### src/rtl/result_wb_arbiter_pkg.sv
// Payload types shared by the writeback arbiter and its neighbours.
package result_wb_arbiter_pkg;

   localparam int unsigned SQN_W    = 7;
   localparam int unsigned TAG_W    = 7;
   localparam int unsigned NM_W     = 5;
   localparam int unsigned RESULT_W = 32;
   localparam int unsigned FLAGS_W  = 4;
   localparam int unsigned PC_W     = 32;

   // Branch/flush broadcast: everything younger than sqN dies when taken.
   typedef struct packed {
      logic             taken;
      logic [SQN_W-1:0] sqN;
   } BranchProv;

   // Execution result heading for writeback.
   typedef struct packed {
      logic                valid;
      logic [SQN_W-1:0]    sqN;
      logic [TAG_W-1:0]    tagDst;
      logic [NM_W-1:0]     nmDst;
      logic [RESULT_W-1:0] result;
      logic [FLAGS_W-1:0]  flags;
      logic [PC_W-1:0]     pc;
   } RES_UOp;

endpackage

### src/rtl/result_wb_arbiter.sv
// Writeback arbiter: single-cycle pipeline result has absolute priority,
// multi-cycle units share the remaining slots round-robin, and a starving
// multi-cycle unit raises a stall request towards issue.
module result_wb_arbiter
   import result_wb_arbiter_pkg::*;
#(
   parameter int unsigned NUM_MC        = 2,
   parameter int unsigned STARVE_THRESH = 4
) (
   input  logic              clk,
   input  logic              rst,
   input  BranchProv         IN_branch,
   input  RES_UOp            IN_primUop,
   input  RES_UOp            IN_mcUop [NUM_MC],
   output logic [NUM_MC-1:0] OUT_wbAvail,
   output logic              OUT_stallPrim,
   output RES_UOp            OUT_uop
);

   localparam int unsigned IDX_W = (NUM_MC > 1) ? $clog2(NUM_MC) : 1;
   localparam int unsigned CNT_W = 3;
   localparam logic [CNT_W-1:0] CNT_MAX  = '1;
   localparam logic [IDX_W-1:0] LAST_IDX = IDX_W'(NUM_MC - 1);

   // Modular sequence compare: a positive signed distance means younger than the branch.
   function automatic logic is_killed(input BranchProv br, input logic [SQN_W-1:0] sqn);
      logic [SQN_W-1:0] diff;
      diff = sqn - br.sqN;
      return br.taken && ($signed(diff) > $signed(SQN_W'(0)));
   endfunction

   logic              prim_elig;
   logic [NUM_MC-1:0] mc_elig;
   logic [NUM_MC-1:0] grant;
   logic [IDX_W-1:0]  grant_idx;
   logic              grant_found;

   logic [IDX_W-1:0]  rr_q, rr_d;
   logic [CNT_W-1:0]  wait_q [NUM_MC];
   logic [CNT_W-1:0]  wait_d [NUM_MC];
   logic              stall_q, stall_d;
   RES_UOp            uop_q, uop_d;

   // Eligibility of every input after the current-cycle flush filter.
   always_comb begin
      prim_elig = IN_primUop.valid && !is_killed(IN_branch, IN_primUop.sqN);
      mc_elig   = '0;
      for (int unsigned i = 0; i < NUM_MC; i++) begin
         mc_elig[i] = IN_mcUop[i].valid && !is_killed(IN_branch, IN_mcUop[i].sqN);
      end
   end

   // Round-robin search from rr_q; grant only when the primary slot is free and not in reset.
   always_comb begin
      int unsigned idx;
      idx         = 0;
      grant       = '0;
      grant_idx   = '0;
      grant_found = 1'b0;
      for (int unsigned k = 0; k < NUM_MC; k++) begin
         idx = 32'(rr_q) + k;
         if (idx >= NUM_MC) idx = idx - NUM_MC;
         if (!grant_found && mc_elig[IDX_W'(idx)]) begin
            grant_found = 1'b1;
            grant_idx   = IDX_W'(idx);
         end
      end
      if (!rst && !prim_elig && grant_found) grant[grant_idx] = 1'b1;
   end

   assign OUT_wbAvail = grant;

   // Next pointer, selected result, wait counters and stall request.
   always_comb begin
      rr_d    = rr_q;
      uop_d   = '0;
      stall_d = 1'b0;
      if (|grant) rr_d = (grant_idx == LAST_IDX) ? '0 : grant_idx + IDX_W'(1);
      if (prim_elig) begin
         uop_d       = IN_primUop;
         uop_d.valid = 1'b1;
      end else if (|grant) begin
         uop_d       = IN_mcUop[grant_idx];
         uop_d.valid = 1'b1;
      end
      for (int unsigned i = 0; i < NUM_MC; i++) begin
         wait_d[i] = '0;
         if (mc_elig[i] && !grant[i]) begin
            wait_d[i] = (wait_q[i] == CNT_MAX) ? CNT_MAX : wait_q[i] + CNT_W'(1);
         end
         if (32'(wait_d[i]) >= STARVE_THRESH) stall_d = 1'b1;
      end
   end

   // State registers with synchronous reset.
   always_ff @(posedge clk) begin
      if (rst) begin
         rr_q    <= '0;
         stall_q <= 1'b0;
         uop_q   <= '0;
         for (int unsigned i = 0; i < NUM_MC; i++) wait_q[i] <= '0;
      end else begin
         rr_q    <= rr_d;
         stall_q <= stall_d;
         uop_q   <= uop_d;
         for (int unsigned i = 0; i < NUM_MC; i++) wait_q[i] <= wait_d[i];
      end
   end

   assign OUT_stallPrim = stall_q;
   assign OUT_uop       = uop_q;

endmodule

### config.mk
export PLATFORM = sky130hd
export DESIGN_NAME = result_wb_arbiter
export DESIGN_NICKNAME = d
export VERILOG_FILES = /design/src/rtl/result_wb_arbiter_pkg.sv /design/src/rtl/result_wb_arbiter.sv
export SDC_FILE = /design/constraint.sdc
export NUM_CORES = 1
export LEC_CHECK = 0
export ABC_AREA = 1
export BUFFER_PORTS_ARGS = -buffer_cell sky130_fd_sc_hd__buf_2
export CORE_AREA = 3 3 139 141
export DETAILED_ROUTE_END_ITERATION = 16
export DIE_AREA = 0 0 142 144
export HOLD_SLACK_MARGIN = 0.12
export SLEW_MARGIN = 40
export SYNTH_ARGS = -nofsm -noshare
export SYNTH_HDL_FRONTEND = slang
export SYNTH_SLANG_ARGS = --single-unit
### constraint.sdc
create_clock -name clk -period 8 [get_ports clk]
set_input_delay 2.4 -clock clk [delete_from_list [all_inputs] [get_ports clk]]
set_output_delay 2.4 -clock clk [all_outputs]
set_load 0.005 [all_outputs]
# Word-level counts from Yosys, hierarchy flattened
# Memories as Yosys holds them, arrays and structs flattened.
# Cells that the tools add are included.
# totals
inputBits	274
n_memories	1
mem_bits_ro	0
latchBits	0
output_inout_bits	91
ramBits	6
elab_cells	87
ff_bits	90
# op_classes
div	0
magnitude_cmp	12
n_eq_ne	2
bitwise	3
shifts	0
add_sub_neg	9
mux	30
mul	0
n_reduce_logical	21
# mem_list
name	words	width	rd	rd_ports_with_merged_regs	wr	line	text
wait_q	2	3	2	0	2	result_wb_arbiter.sv:39	logic [CNT_W-1:0] wait_q [NUM_MC];
# op_table
operator	n
2-to-1 mux 87 bit	3
2-to-1 mux 88 bit	2
> comparator 7 x 1 -> 1 bit, second input constant	3
subtractor 7 bit	3
2-to-1 mux 3 bit	6
2-to-1 mux 1 bit	17
logical AND 1 bit	12
zero test 1 bit	8
adder 3 x 1 -> 3 bit, second input constant	2
== test 3 bit, second input constant	2
greater-or-equal comparator 3 bit, second input constant	2
< comparator 1 x 2 -> 1 bit, second input constant	3
greater-or-equal comparator 2 bit, second input constant	2
adder 1 x 1 -> 2 bit, second input constant	1
greater-or-equal comparator 1 x 2 -> 1 bit, second input constant	1
2-to-1 mux 2 bit	1
inverter 1 -> 2 bit	1
OR 1 bit	2
OR reduction 2 bit	1
subtractor 1 bit, second input constant	2
adder 1 bit, second input constant	1
demux 1 bit (select 1 bit)	1
greater-or-equal comparator 1 bit, second input constant	1

# Depth between registers and ports, before layout
# logic_depth
word_depth	22
mapped_depth	21
mapped_depth_nobuf	19

# Least setup slack after synthesis
# No wires, ideal clock.
# synth_timing
kind	in2out
startpoint	input IN_mcUop[168] (netlist bit)
endpoint	output OUT_wbAvail[0]
n_path_buf	2
t_arrival_ps	4174
cell_stages	17
setup_slack_ps	1426
t_required_ps	5600
path_cell_list	inv_1 -> ha_1 -> inv_1 -> fa_1 -> inv_1 -> nand2_1 -> nor2_1 -> nand3_1 -> nor2_1 -> nand2_1 -> nand2_1 -> nand3b_1 -> buf_4 -> nand2_4 -> buf_2 -> nand2_1 -> inv_1
# synth_via
elab_chain_len	16
elab_cells_between_ends	22
classes_between	add/sub (1); order compare (3); mux (11); reduce/logical (7)
# synth_lines
element	line	text
start, declared	result_wb_arbiter.sv:14	input RES_UOp IN_mcUop [NUM_MC],
subtractor 7 bit (*)	result_wb_arbiter.sv:28	diff = sqn - br.sqN;
> comparator 7 x 1 -> 1 bit (*)	result_wb_arbiter.sv:29	return br.taken && ($signed(diff) > $signed(SQN_W'(0)));
logical AND 1 bit (*)	result_wb_arbiter.sv:29	
zero test 1 bit (*)	result_wb_arbiter.sv:49	mc_elig[i] = IN_mcUop[i].valid && !is_killed(IN_branch, IN_mcUop[i].sqN);
logical AND 1 bit (*)	result_wb_arbiter.sv:49	
2-to-1 mux 1 bit (not written as such) (2 in a row)	result_wb_arbiter.sv:63	if (!grant_found && mc_elig[IDX_W'(idx)]) begin
2-to-1 mux 1 bit	result_wb_arbiter.sv:63	
zero test 1 bit	result_wb_arbiter.sv:63	
logical AND 1 bit	result_wb_arbiter.sv:63	
2-to-1 mux 1 bit	result_wb_arbiter.sv:63	
< comparator 1 x 2 -> 1 bit (not written as such) or greater-or-equal comparator 1 bit (tied branches)	result_wb_arbiter.sv:68	if (!rst && !prim_elig && grant_found) grant[grant_idx] = 1'b1;
logical AND 1 bit (not written as such)	result_wb_arbiter.sv:68	
2-to-1 mux 1 bit (not written as such)	result_wb_arbiter.sv:68	
demux 1 bit (select 1 bit)	result_wb_arbiter.sv:68	
2-to-1 mux 2 bit (*)	result_wb_arbiter.sv:68	
end, declared	result_wb_arbiter.sv:15	output logic [NUM_MC-1:0] OUT_wbAvail,
# Mark *: on every way between the ends. The rest lies on a longest branch, timed or not. The select of a mux whose other input is x is not followed.

# Final worst setup path
# layout_timing
startpoint	input IN_branch[0] (netlist bit)
endpoint	output OUT_wbAvail[0]
# layout_via
elab_chain_len	16
elab_cells_between_ends	34
classes_between	add/sub (3); order compare (5); mux (11); reduce/logical (15)
# layout_lines
element	line	text
start, declared	result_wb_arbiter.sv:12	input BranchProv IN_branch,
subtractor 7 bit	result_wb_arbiter.sv:28	
> comparator 7 x 1 -> 1 bit	result_wb_arbiter.sv:29	
logical AND 1 bit	result_wb_arbiter.sv:29	
zero test 1 bit	result_wb_arbiter.sv:49	
logical AND 1 bit	result_wb_arbiter.sv:49	
2-to-1 mux 1 bit (not written as such) (2 in a row)	result_wb_arbiter.sv:63	
2-to-1 mux 1 bit	result_wb_arbiter.sv:63	
zero test 1 bit	result_wb_arbiter.sv:63	
logical AND 1 bit	result_wb_arbiter.sv:63	
2-to-1 mux 1 bit	result_wb_arbiter.sv:63	
< comparator 1 x 2 -> 1 bit (not written as such) or greater-or-equal comparator 1 bit (tied branches)	result_wb_arbiter.sv:68	
logical AND 1 bit (not written as such)	result_wb_arbiter.sv:68	
2-to-1 mux 1 bit (not written as such)	result_wb_arbiter.sv:68	
demux 1 bit (select 1 bit)	result_wb_arbiter.sv:68	
2-to-1 mux 2 bit (*)	result_wb_arbiter.sv:68	
# Marks and branches as above.

==> impl_metrics.yaml <==
timing:
  slew_headroom: 0.4988
  setup_viol: 0
  hold_viol: 0
  setup_ws_ns: 1.184
  post-route-period-util: 0.8520
  tightest_slew_ns: 0.7517
  holdWs_ns: 0.4746
  finalMaxSlewViolations: 0
  period_needed_ns: 6.816
  skew_ns: 0.01656
  fmax_ghz: 0.1467
  final.setup.tns_ns: 0
  rsz0062_at_grt: "no"
logic_synthesis:
  synth_top_family_by_area: "simple AND/OR/NAND/NOR gates"
  ys.flop_type: "dfxtp_1"
  yosysWarnings: 0
  async_flop_share: 0
  synth_area_leaders: "dfxtp_1, nand2_1, nand3_1"
  synth_compound_area_frac: 0.09847
  synth_top_area_frac: 0.3501
  synth_area_sq_um: 5489
  synth_xor_area_frac: 0.01276
  seq_area_frac_synth: 0.3501
  synthSimpleGateAreaFrac: 0.3966
  synth_top_cell_by_area: "dfxtp_1"
  yosys.area_share.adder: 0.05653
  ys_types: 23
  yosys.cell_count.top_type: "nand2_1"
  syn_area_per_cell_sq_um: 6.266
  synth_cells: 876
  synthMuxAreaShare: 0
  synth_seq_cells: 96
  synth_fp_nets: 1173
  synthTopCellsByCount: "nand2_1, nand3_1, a21oi_1"
  synth_edf_count: 0
die:
  num_rows: 49
  pin_count: 365
  die_x_microns: 142
  die_h_microns: 144
  die_area_sq_um: 20450
  core-area_sq_um: 18090
  start_util: 0.3035
finish:
  multi_input_area_sq_um: 3098
  drive_gt1_frac: 0.3253
  area_delta_synth_final_pct: 40.96
  final_cells: 1439
  regArea_sq_um: 1922
  nets: 1500
  fill_cells: 1959
outcome:
  status: "finished clean"
critical_path:
  start_kind: "input port"
  cp-end-kind: "output port"
  cp.required_ns: 5.60
  critPathKind: "input port to output port"
  arrival_ns: 4.42
  path_max_fanout: 4
placed_design:
  port_buffers: 364
  dp.cells: 1421
  gp_congestion: 0.8494
  dpl.hpwl_microns: 16160
  place_ws_ns: 1.194
grt:
  grt_max_degree: 88
  grt-ovfl-total: 0
  grt_pass1_wl_microns: 31310
  antenna_found_initial: 2
  grt_usage: 0.1930
  grt_pass1_vias: 6086
clock_network:
  clock_latency_ns: 0.35
  ctsRootBufferMaster: "clkbuf_16"
  cts.clk_slew.worst_paths_ns: 0.07
  hold_buffers: 0
  ctsLongestPathBuffers: 2
  clkSinkCount: 96
  numCtsBuffers: 9
  tritoncts: "done"
  cts_max_level: 3
  post_cts_buffers: 0
  cts.repair.resized: 0
detailed_routing:
  wl_microns: 21440
  post-route-drc-count: 0
  drt_first_iter_violations: 289
  ant_nets: 0
  via_per_inst: 4.600
  firstDrtPassIters: 5
  vias: 6620
  wl_per_cell_microns: 14.90
power_and_ir_drop:
  irDropWorstVdd_v: 0.0001198
  p_per_area_nw_per_um2: 183.0
  power.total_mw: 1.416
  p_leak_nw: 4.374
hold_path:
  hp-class: "flop to flop"
run:
  cap_violations: 0
final cells by class:
type / instances / share of cell area
multi-input cells: 675 / 0.4004
flip-flops and latches: 96 / 0.2484
repair buffers: 372 / 0.2445
well taps: 229 / 0.03703
clock buffers: 9 / 0.02911
inverters: 49 / 0.02377
clock inverters: 7 / 0.01617
diodes: 2 / 0.0006468
layer usage:
metal  track usage  share of wire  up-vias
li1              -              -     3437
met1        0.2327           0.41     2876
met2        0.3446           0.49      287
met3       0.04729          0.084       20
met4       0.04899          0.014        0
met5             0              0        -
cell usage in the layout (no fill, tap or decap), types with 3 or more instances in the layout:
cell       Yosys  routed
fa_1           3       3
bufinv_16      0       3
nand2_1      406     406
o21ai_0        3       3
xor2_1         6       6
nand4_1        4       4
clkbuf_16      0       9
buf_4          7       7
inv_1         45      45
dfxtp_1       96      96
a21oi_1      102     102
inv_2          4       4
buf_2         21     363
nor2_1        13      13
ha_1          20      20
nand3_1      111     111
cells by family after synthesis:
logic type,count (synthesis)
flops,96
simple gates,537
xor+xnor,8
buf+inv,105
compound gates,107
fa+ha+maj,23
final timing paths:
kind | from | slack, ns | endpoint | depth (start not counted)
worst max register to register | rr_q | 6.11 | OUT_uop[2] | 7
worst min-delay path | rr_q | 0.47 | rr_q | 2
worst max-delay path | IN_branch[0] | 1.18 | OUT_wbAvail[0] | 18
worst min register to register | rr_q | 0.47 | rr_q | 2
worst max-delay path, stage by stage:
cell	delay, ns
buf_2	0.13
ha_1	0.19
inv_1	0.10
fa_1	0.42
inv_1	0.06
nand2_1	0.04
nor2_1	0.11
nand3_1	0.08
nor2_1	0.09
nand2_1	0.07
nand3_1	0.06
nand2_1	0.10
nand2_1	0.10
nand3_1	0.10
inv_2	0.08
nand2_1	0.10
inv_1	0.07
buf_2	0.12
flip-flops by register name, indices dropped and copies added (netlist names):
name / cells
OUT_stallPrim: 1
rr_q: 1
OUT_uop: 88
wait_q: 6
through the flow:
step,util,instance area [sq um]
after global routing,0.4278,7737
final,0.4278,7737
after detailed placement,0.4082,7382
after floorplan,-,5489
after CTS,0.4275,7732
after global placement,0.4077,7375
report_power, final:
group / switching [mW] / internal [mW]
Clock: 0.203 / 0.309
Combinational: 0.230 / 0.153
Sequential: 0.00801 / 0.513
Note: power is estimated with default switching activity, not from simulation.
